--- config.mk ---
export PLATFORM = sky130hd
export DESIGN_NAME = pll_clk_rst_seq
export DESIGN_NICKNAME = d
export VERILOG_FILES = /design/src/rtl/pll_clk_rst_seq_pkg.sv /design/src/rtl/lock_sync_filt.sv /design/src/rtl/pll_clk_rst_seq.sv
export SDC_FILE = /design/constraint.sdc
export NUM_CORES = 1
export LEC_CHECK = 0
export ABC_AREA = 1
export CORE_ASPECT_RATIO = 1.2
export CORE_MARGIN = 3
export CORE_UTILIZATION = 55
export DETAILED_ROUTE_END_ITERATION = 8
export DONT_BUFFER_PORTS = 1
export PLACE_DENSITY = 0.79
export SLEW_MARGIN = 25
export SYNTH_ARGS = -nofsm -noshare
export SYNTH_HDL_FRONTEND = slang
export SYNTH_HIERARCHICAL = 1
export SYNTH_SLANG_ARGS = --single-unit
--- constraint.sdc ---
create_clock -name clk_i -period 2.2 [get_ports clk_i]
set_input_delay 0.33 -clock clk_i [delete_from_list [all_inputs] [get_ports clk_i]]
set_output_delay 0.33 -clock clk_i [all_outputs]
set_load 0.02 [all_outputs]
--- src/rtl/pll_clk_rst_seq_pkg.sv ---
// Shared types and constants for the per-domain PLL clock/reset sequencer.
// Divider widths match the control register block's PLL_CONFIG fields.
package pll_clk_rst_seq_pkg;

    localparam int REF_DIV_BW = 4;
    localparam int FB_DIV_BW  = 12;

    typedef enum logic [2:0] {
        ST_RST_ON = 3'd0,
        ST_GATE   = 3'd1,
        ST_LOCK   = 3'd2,
        ST_RUN    = 3'd3,
        ST_STOP   = 3'd4,
        ST_ERR    = 3'd5
    } clk_rst_state_e;

    typedef struct packed {
        logic [REF_DIV_BW-1:0] ref_div;
        logic [FB_DIV_BW-1:0]  fb_div;
    } pll_cfg_t;

    localparam pll_cfg_t PLL_CFG_RST = '{ref_div: REF_DIV_BW'(1), fb_div: FB_DIV_BW'(1)};

    // A zero divider would stall the PLL, so it is forced to 1 when latched.
    function automatic pll_cfg_t sat_cfg(input pll_cfg_t cfg);
        pll_cfg_t res;
        res = cfg;
        if (cfg.ref_div == REF_DIV_BW'(0)) begin
            res.ref_div = REF_DIV_BW'(1);
        end else begin
            res.ref_div = cfg.ref_div;
        end
        if (cfg.fb_div == FB_DIV_BW'(0)) begin
            res.fb_div = FB_DIV_BW'(1);
        end else begin
            res.fb_div = cfg.fb_div;
        end
        return res;
    endfunction

    // Returns {clk_en, rst_n} for a state.
    function automatic logic [1:0] state_outs(input clk_rst_state_e st);
        logic [1:0] res;
        case (st)
            ST_RST_ON: res = 2'b10;
            ST_GATE:   res = 2'b00;
            ST_LOCK:   res = 2'b00;
            ST_RUN:    res = 2'b11;
            ST_STOP:   res = 2'b01;
            ST_ERR:    res = 2'b00;
            default:   res = 2'b00;
        endcase
        return res;
    endfunction

    function automatic logic state_busy(input clk_rst_state_e st);
        logic res;
        case (st)
            ST_RUN:  res = 1'b0;
            ST_STOP: res = 1'b0;
            ST_ERR:  res = 1'b0;
            default: res = 1'b1;
        endcase
        return res;
    endfunction

endpackage

--- src/rtl/lock_sync_filt.sv ---
// Two-flop synchroniser for the asynchronous PLL lock, followed by a
// consecutive-high filter; locked asserts after LOCK_FILT synced-high samples.
module lock_sync_filt #(
    parameter int LOCK_FILT = 4
) (
    input  logic clk,
    input  logic rst_n,
    input  logic clr,
    input  logic lock_async,
    output logic locked
);

    localparam int FILT_W = $clog2(LOCK_FILT + 1);
    localparam logic [FILT_W-1:0] FILT_MAX = FILT_W'(LOCK_FILT);

    logic              sync1_r;
    logic              sync2_r;
    logic [FILT_W-1:0] cnt_r;
    logic [FILT_W-1:0] cnt_nxt_s;
    logic              locked_r;

    // Filter count: cleared by any low sample or an external clear, saturates at FILT_MAX.
    always_comb begin
        cnt_nxt_s = cnt_r;
        if (clr || !sync2_r) begin
            cnt_nxt_s = FILT_W'(0);
        end else if (cnt_r != FILT_MAX) begin
            cnt_nxt_s = cnt_r + FILT_W'(1);
        end else begin
            cnt_nxt_s = cnt_r;
        end
    end

    // Synchroniser, filter count and registered locked flag.
    always_ff @(posedge clk or negedge rst_n) begin
        if (!rst_n) begin
            sync1_r  <= 1'b0;
            sync2_r  <= 1'b0;
            cnt_r    <= FILT_W'(0);
            locked_r <= 1'b0;
        end else begin
            sync1_r  <= lock_async;
            sync2_r  <= sync1_r;
            cnt_r    <= cnt_nxt_s;
            locked_r <= (cnt_nxt_s == FILT_MAX);
        end
    end

    assign locked = locked_r;

endmodule

--- src/rtl/pll_clk_rst_seq.sv ---
// Per-domain clock/reset sequencer: walks one PLL and its clock domain through
// reset, gate, reprogram, lock, enable and release.
module pll_clk_rst_seq
    import pll_clk_rst_seq_pkg::*;
#(
    parameter int RST_HOLD_CYC = 16,
    parameter int LOCK_TIMEOUT = 4096,
    parameter int LOCK_FILT    = 4
) (
    input  logic                  clk_i,
    input  logic                  arst_ni,
    input  logic [REF_DIV_BW-1:0] cfg_ref_div_i,
    input  logic [FB_DIV_BW-1:0]  cfg_fb_div_i,
    input  logic                  cfg_update_i,
    input  logic                  cfg_clk_en_i,
    input  logic                  cfg_rst_i,
    input  logic                  pll_lock_i,
    output logic [REF_DIV_BW-1:0] pll_ref_div_o,
    output logic [FB_DIV_BW-1:0]  pll_fb_div_o,
    output logic                  clk_en_o,
    output logic                  rst_no,
    output logic                  busy_o,
    output logic                  lock_err_o
);

    localparam int HOLD_W = $clog2(RST_HOLD_CYC + 1);
    localparam int TMO_W  = $clog2(LOCK_TIMEOUT + 1);
    localparam logic [HOLD_W-1:0] HOLD_LAST = HOLD_W'(RST_HOLD_CYC - 1);
    localparam logic [TMO_W-1:0]  TMO_LAST  = TMO_W'(LOCK_TIMEOUT - 1);

    clk_rst_state_e    state_r;
    clk_rst_state_e    state_nxt_s;
    pll_cfg_t          shadow_r;
    pll_cfg_t          pll_cfg_r;
    logic              pend_r;
    logic [HOLD_W-1:0] hold_cnt_r;
    logic [TMO_W-1:0]  tmo_cnt_r;
    logic              hold_done_s;
    logic              tmo_done_s;
    logic              locked_s;
    logic              filt_clr_s;
    logic              clk_en_r;
    logic              rst_n_r;
    logic              busy_r;
    logic              lock_err_r;

    assign hold_done_s = (hold_cnt_r == HOLD_LAST);
    assign tmo_done_s  = (tmo_cnt_r == TMO_LAST);
    assign filt_clr_s  = (state_r == ST_GATE);

    lock_sync_filt #(
        .LOCK_FILT (LOCK_FILT)
    ) u_lock_sync_filt (
        .clk        (clk_i),
        .rst_n      (arst_ni),
        .clr        (filt_clr_s),
        .lock_async (pll_lock_i),
        .locked     (locked_s)
    );

    // Next-state selection; cfg_rst_i only matters where the domain is not already in reset.
    always_comb begin
        state_nxt_s = state_r;
        case (state_r)
            ST_RST_ON: begin
                if (hold_done_s) begin
                    state_nxt_s = pend_r ? ST_GATE : ST_RUN;
                end else begin
                    state_nxt_s = ST_RST_ON;
                end
            end
            ST_GATE: state_nxt_s = ST_LOCK;
            ST_LOCK: begin
                if (pend_r) begin
                    state_nxt_s = ST_GATE;
                end else if (locked_s) begin
                    state_nxt_s = ST_RST_ON;
                end else if (tmo_done_s) begin
                    state_nxt_s = ST_ERR;
                end else begin
                    state_nxt_s = ST_LOCK;
                end
            end
            ST_RUN: begin
                if (pend_r || cfg_rst_i) begin
                    state_nxt_s = ST_RST_ON;
                end else if (!cfg_clk_en_i) begin
                    state_nxt_s = ST_STOP;
                end else begin
                    state_nxt_s = ST_RUN;
                end
            end
            ST_STOP: begin
                // A gated clock cannot carry a reset, so resets take the relock path.
                if (pend_r || cfg_rst_i) begin
                    state_nxt_s = ST_GATE;
                end else if (cfg_clk_en_i) begin
                    state_nxt_s = ST_RUN;
                end else begin
                    state_nxt_s = ST_STOP;
                end
            end
            ST_ERR: begin
                if (pend_r) begin
                    state_nxt_s = ST_GATE;
                end else begin
                    state_nxt_s = ST_ERR;
                end
            end
            default: state_nxt_s = ST_GATE;
        endcase
    end

    // State register with outputs decoded from the next state so they switch on state entry.
    always_ff @(posedge clk_i or negedge arst_ni) begin
        if (!arst_ni) begin
            state_r    <= ST_LOCK;
            clk_en_r   <= 1'b0;
            rst_n_r    <= 1'b0;
            busy_r     <= 1'b1;
            lock_err_r <= 1'b0;
        end else begin
            state_r               <= state_nxt_s;
            {clk_en_r, rst_n_r}   <= state_outs(state_nxt_s);
            busy_r                <= state_busy(state_nxt_s);
            if (state_nxt_s == ST_GATE) begin
                lock_err_r <= 1'b0;
            end else if ((state_r == ST_LOCK) && (state_nxt_s == ST_ERR)) begin
                lock_err_r <= 1'b1;
            end else begin
                lock_err_r <= lock_err_r;
            end
        end
    end

    // Reset-hold and lock-timeout counters, each idle at zero outside its state.
    always_ff @(posedge clk_i or negedge arst_ni) begin
        if (!arst_ni) begin
            hold_cnt_r <= HOLD_W'(0);
            tmo_cnt_r  <= TMO_W'(0);
        end else begin
            if ((state_r == ST_RST_ON) && !hold_done_s) begin
                hold_cnt_r <= hold_cnt_r + HOLD_W'(1);
            end else begin
                hold_cnt_r <= HOLD_W'(0);
            end
            if ((state_r == ST_LOCK) && !tmo_done_s) begin
                tmo_cnt_r <= tmo_cnt_r + TMO_W'(1);
            end else begin
                tmo_cnt_r <= TMO_W'(0);
            end
        end
    end

    // Shadow dividers and pending flag; an update on the GATE entry edge still wins.
    always_ff @(posedge clk_i or negedge arst_ni) begin
        if (!arst_ni) begin
            shadow_r  <= PLL_CFG_RST;
            pll_cfg_r <= PLL_CFG_RST;
            pend_r    <= 1'b0;
        end else begin
            if (cfg_update_i) begin
                shadow_r <= sat_cfg('{ref_div: cfg_ref_div_i, fb_div: cfg_fb_div_i});
                pend_r   <= 1'b1;
            end else if (state_nxt_s == ST_GATE) begin
                shadow_r <= shadow_r;
                pend_r   <= 1'b0;
            end else begin
                shadow_r <= shadow_r;
                pend_r   <= pend_r;
            end
            if (state_nxt_s == ST_GATE) begin
                pll_cfg_r <= shadow_r;
            end else begin
                pll_cfg_r <= pll_cfg_r;
            end
        end
    end

    assign pll_ref_div_o = pll_cfg_r.ref_div;
    assign pll_fb_div_o  = pll_cfg_r.fb_div;
    assign clk_en_o      = clk_en_r;
    assign rst_no        = rst_n_r;
    assign busy_o        = busy_r;
    assign lock_err_o    = lock_err_r;

endmodule
### After elaboration in Yosys (flattened, before gate mapping)

Index checks and enable logic that the tools add are counted.

* register bits after elaboration: 64
* word-level logic and storage cells: 69
* output and inout port bits: 20
* input port bits: 22

* equal/unequal tests: 13
* reductions and logical operators: 15
* multiplexer cells: 22
* add/subtract/negate cells: 3

Operators by type and width (number)
* $mux W3: 9
* $pmux W3 S6: 1
* $eq A3 B3 Y1 const B: 5
* $add A13 B1 Y13 const B: 1
* $eq A13 B12 Y1 const B: 1
* $mux W13: 1
* $logic_not A12 Y1: 1
* $mux W12: 1
* $eq A3 B2 Y1 const B: 3
* $eq A3 B1 Y1 const B: 2
* $logic_not A3 Y1: 2
* $pmux W2 S3: 1
* $add A5 B1 Y5 const B: 1
* $eq A5 B4 Y1 const B: 1
* $mux W1: 5
* $mux W5: 1
* $logic_not A4 Y1: 1
* $mux W2: 2
* $mux W4: 1
* $reduce_bool A2 Y1: 2
* $add A3 B1 Y3 const B: 1
* $logic_and A1 B1 Y1: 3
* $logic_not A1 Y1: 3
* $ne A3 B3 Y1 const B: 1
* 2 further kinds: 3

### Longest topological paths before layout

* depth in word-level cells: 9
* mapped depth: 13
* mapped depth without buffers: 13

### Modules after synthesis

The synthesis kept the hierarchy.

By module, submodules not included
* pll_clk_rst_seq: sequential area each 1458.9 um2, area an instance 2667.6 um2, cells an instance 298, instances 1
* lock_sync_filt: sequential area each 150.1 um2, area an instance 257.7 um2, cells an instance 28, instances 1

### Least setup slack after synthesis

OpenSTA, ideal clock, no wires.

* path kind: flip-flop to flip-flop
* start: register tmo_cnt_r[0]
* end: register pend_r
* path slack: 0.396 ns
* stages on the path, launching flop included: 13
* data arrival time: 1.675 ns
* cell sequence: dfrtp_1 ha_1 nand2_1 inv_1 nand2_2 nor2_8 nand3_2 nand2_1 a21oi_4 nand4_4 buf_6 nand2_1 nand2_1

* longest elaborated chain between the ends: 7

Ends and longest elaborated chain
* start, declared: line pll_clk_rst_seq.sv:37 `logic [TMO_W-1:0] tmo_cnt_r;`
* start signal, assigned: line pll_clk_rst_seq.sv:148 `tmo_cnt_r <= tmo_cnt_r + TMO_W'(1);`
* $eq A13 B12 Y1: line pll_clk_rst_seq.sv:48 `assign tmo_done_s = (tmo_cnt_r == TMO_LAST);`
* $mux W3: line pll_clk_rst_seq.sv:78 `end else if (tmo_done_s) begin`
* $mux W3: line pll_clk_rst_seq.sv:76 `end else if (locked_s) begin`
* $mux W3: line pll_clk_rst_seq.sv:74 `if (pend_r) begin`
* $pmux W3 S6: line pll_clk_rst_seq.sv:64 `case (state_r)`
* $eq A3 B1 Y1: line pll_clk_rst_seq.sv:165 `end else if (state_nxt_s == ST_GATE) begin`
* $reduce_bool A2 Y1 (no source line)
* end signal, assigned: line pll_clk_rst_seq.sv:170 `pend_r <= pend_r;`
* end, declared: line pll_clk_rst_seq.sv:35 `logic pend_r;`

Every way passes these cells.
A chain may end at the register's enable or synchronous reset.

### Worst setup path in the final report

* start: register hold_cnt_r[0]
* end: register pll_cfg_r (netlist bit pll_fb_div_o[3])

* longest elaborated chain between the ends: 4

Ends and longest elaborated chain
* start, declared: line pll_clk_rst_seq.sv:36 `logic [HOLD_W-1:0] hold_cnt_r;`
* start signal, assigned: line pll_clk_rst_seq.sv:143 `hold_cnt_r <= hold_cnt_r + HOLD_W'(1);`
* $eq A5 B4 Y1: line pll_clk_rst_seq.sv:47 `assign hold_done_s = (hold_cnt_r == HOLD_LAST);`
* $mux W2: line pll_clk_rst_seq.sv:66 `if (hold_done_s) begin`
* $pmux W3 S6: line pll_clk_rst_seq.sv:64
* $eq A3 B1 Y1: line pll_clk_rst_seq.sv:172 `if (state_nxt_s == ST_GATE) begin`
* end signal, assigned: line pll_clk_rst_seq.sv:173 `pll_cfg_r <= shadow_r;`
* end signal, assigned: line pll_clk_rst_seq.sv:175 `pll_cfg_r <= pll_cfg_r;`
* end, declared: line pll_clk_rst_seq.sv:34 `pll_cfg_t pll_cfg_r;`

Every way passes these cells.

==> impl_metrics.toml <==
[final_layout]
area_delta_synth_final_pct = 8.60
final_util_pct = 63.0
layout.nets = 359
n_antenna_cell = 0
post_route_cells_drive_above_1_share_pct = 12.8

[setup_path]
end_kind = "flip-flop"
worstPathRequired_ns = 2.42
critPathLaunch = "hold_cnt_r[0]$_DFF_PN0_"
cp_max_fo = 20
r2r-start = "hold_cnt_r[0]$_DFF_PN0_"
startpoint_type = "flip-flop"
rr_worst_depth = 11
r2r-end = "pll_fb_div_o[3]$_DFFE_PN0P_"
criticalPathCategory = "flip-flop to flip-flop"
arrival_ns = 2.08
r2r_slack_ns = 0.34
crit_path_end = "pll_fb_div_o[3]$_DFFE_PN0P_"

[clocking]
cts_buffers = 9
htree_levels = 3
path_clk_slew_ns = 0.06
cts_tree = "built"
clk_latency_ns = 0.33
cts_sinks = 64
clock_path_buffers = 2
cts_root_buf = "clkbuf_8"

[timing]
hold_violations = 0
setup_viol = 0
finalCriticalPeriod_ns = 1.86
drv_slew = 0
slew_headroom_pct = 66.0
worstMarginPinSlew_ns = 0.510
fin_tns_setup_ns = 0
fmax_mhz = 538
fin_skew_ns = 0.00851
post-route-period-util_pct = 84.5
rsz0062_at_grt = "false"

[route]
ant_nets = 0
vias = 2137
vias_per_cell = 5.38
post-route-drc-count = 0
wl_per_cell_um = 13.4
firstDrtPassIters = 6
drt_wl_total_um = 5310
drt_first_iter_violations = 117

[yosys]
synthArstFlopShare_pct = 100
syn_nets = 353
synth_edf_count = 0
syn-cell-area_um2 = 2930
synth-seq-cells = 64
ys_seq_area_share_pct = 55.0
avgSynthCellArea_um2 = 8.97
netlist_instances = 326
synth-main-ff-cell = "dfrtp_1"
yosysUniqueCellTypes = 37
yosys_warnings = 6

[placement]
gp_congestion = 0.786
io_buffers = 0
dpl.hpwl_um = 3820

[global_route]
grt_usage_pct = 18.5
grt_pass1_wl_um = 9000
grt_remaining_overflow = 0
grt_pass1_vias = 2164
grt_max_degree = 65
antenna_found_initial = 0

[die]
dieArea_um2 = 6230
dieWidth_um = 72.6
num_rows = 28
die_h_um = 85.9
start_util_pct = 58.0
ios = 42
core_area_um2 = 5040

[pwr]
p_leak_nw = 1.64
power-per-cell-area_nw_per_um2 = 1170
ir_worst_vdd_uv = 718

[outcome]
status = "finished clean"

[job]
drv_cap = 0

[worst_hold_path]
hold_path.class = "input port to flip-flop"
[Yosys cell counts (3+ instances only)]
library cell	n	area share, %
nand2_1	103	13
dfrtp_1	58	50
inv_1	32	4.1
nor2_1	29	3.7
nand4_1	21	4.5
a21oi_1	7	1.2
nand3_1	7	1.2
dfstp_2	6	5.4
ha_1	5	2.1
nor3_1	5	0.86
o21ai_0	5	0.86
clkbuf_1	4	0.51
inv_2	4	0.51
buf_2	3	0.51
nand2_2	3	0.64
nand2_4	3	1.2
nand3b_1	3	0.77
nor4_1	3	0.64
[sequential cells by signal, indices dropped and copies added, names as in the netlist]
name                      count
pll_fb_div_o                 12
tmo_cnt_r                    13
u_lock_sync_filt/locked       1
rst_no                        1
state_r                       3
u_lock_sync_filt/sync1_r      1
u_lock_sync_filt/cnt_r        3
hold_cnt_r                    5
lock_err_o                    1
shadow_r                     16
pend_r                        1
pll_ref_div_o                 4
busy_o                        1
u_lock_sync_filt/sync2_r      1
clk_en_o                      1
[stage by stage]
step | std cells | total power [mW] | setup WS [ns] | hold slack (ns) | cell area, um^2
2_1_floorplan | 326 | 2.64 | 0.396 | 0.0344 | 2930
3_3_place_gp | 379 | 2.78 | 0.392 | 0.0369 | 2960
3_5_place_dp | 379 | 2.83 | 0.316 | 0.0363 | 2960
4_1_cts | 397 | 3.75 | 0.317 | 0.0190 | 3180
5_1_grt | 397 | 3.99 | 0.0701 | 0.0136 | 3180
6_report | 397 | 3.71 | 0.341 | 0.0305 | 3180
[final cells by class]
type / instances / area [um^2]
Timing Repair Buffer: 4 / 52.6
Inverter: 36 / 135
Sequential cell: 64 / 1610
Multi-Input combinational cell: 217 / 1130
Clock inverter: 3 / 17.5
Fill cell: 426 / 1870
Tap cell: 60 / 75.1
Clock buffer: 13 / 159
[worst max-delay path, cell delays in order, from the launching register on]
cell and delay (ns):
dfrtp_1 0.40, ha_1 0.22, nand2_1 0.08, nor2_1 0.05, ha_1 0.16, inv_1 0.07
nor2_1 0.06, nor2_1 0.10, nand4_1 0.18, buf_4 0.26, nand4_1 0.11, nand2_1 0.06
[timing repair]
item,CTS,global route
hold buffers,2,0
hold endpoints to repair,64,0
resized for setup,0,0
buffers inserted,0,0
[cells in the final DEF (no fill, tap or decap), drive strengths merged, types with 2 or more instances in the layout]
master / instances
nand3b: 3
ha: 5
dfstp: 6
nand3: 9
nor3: 6
nor2: 32
o21ai: 7
clkinv: 2
buf: 3
nand4: 22
dfrtp: 58
nor3b: 2
nand2: 109
a21oi: 9
nor4: 3
inv: 36
clkbuf: 13
[how the worst min path moves through the flow]
stage / slack [ns] / to / cells after the start / start
after floorplan: 0.03 / clk_en_o$_DFF_PN0_ / 0 / arst_ni
after global placement: 0.04 / u_lock_sync_filt/cnt_r[2]$_DFF_PN0_ / 0 / arst_ni
after detailed placement: 0.04 / u_lock_sync_filt/cnt_r[2]$_DFF_PN0_ / 0 / arst_ni
after CTS: 0.02 / u_lock_sync_filt/sync1_r$_DFF_PN0_ / 0 / pll_lock_i
after global routing: 0.01 / u_lock_sync_filt/sync1_r$_DFF_PN0_ / 0 / pll_lock_i
final: 0.03 / u_lock_sync_filt/sync1_r$_DFF_PN0_ / 0 / pll_lock_i
[routing by layer]
metal | part of all wire, % | vias up | global-route usage [%]
li1 | - | 1059 | -
met1 | 42 | 1030 | 20.5
met2 | 52 | 41 | 32.8
met3 | 5.6 | 7 | 5.39
met4 | 1.2 | 0 | 7.38
met5 | 0 | - | 0
[kinds of logic (layout without fill, tap and decap cells)]
| group | after synthesis | in the layout | share of synthesized area (%) |
|---|---|---|---|
| fa+ha+maj | 5 | 5 | 2.14 |
| flops | 64 | 64 | 55.0 |
| buf+inv | 45 | 56 | 6.42 |
| simple gates | 188 | 188 | 30.7 |
| compound gates | 22 | 22 | 5.13 |
| xor+xnor | 2 | 2 | 0.599 |
[report_power, final]
| part | leakage [nW] | total [mW] | switching, mW | internal [mW] |
|---|---|---|---|---|
| clock network | 0.0894 | 0.884 | 0.417 | 0.467 |
| registers | 0.805 | 1.87 | 0.389 | 1.48 |
| logic | 0.745 | 0.956 | 0.626 | 0.330 |
| total | 1.64 | 3.71 | 1.43 | 2.28 |
Power figures use the tool's default switching activity.
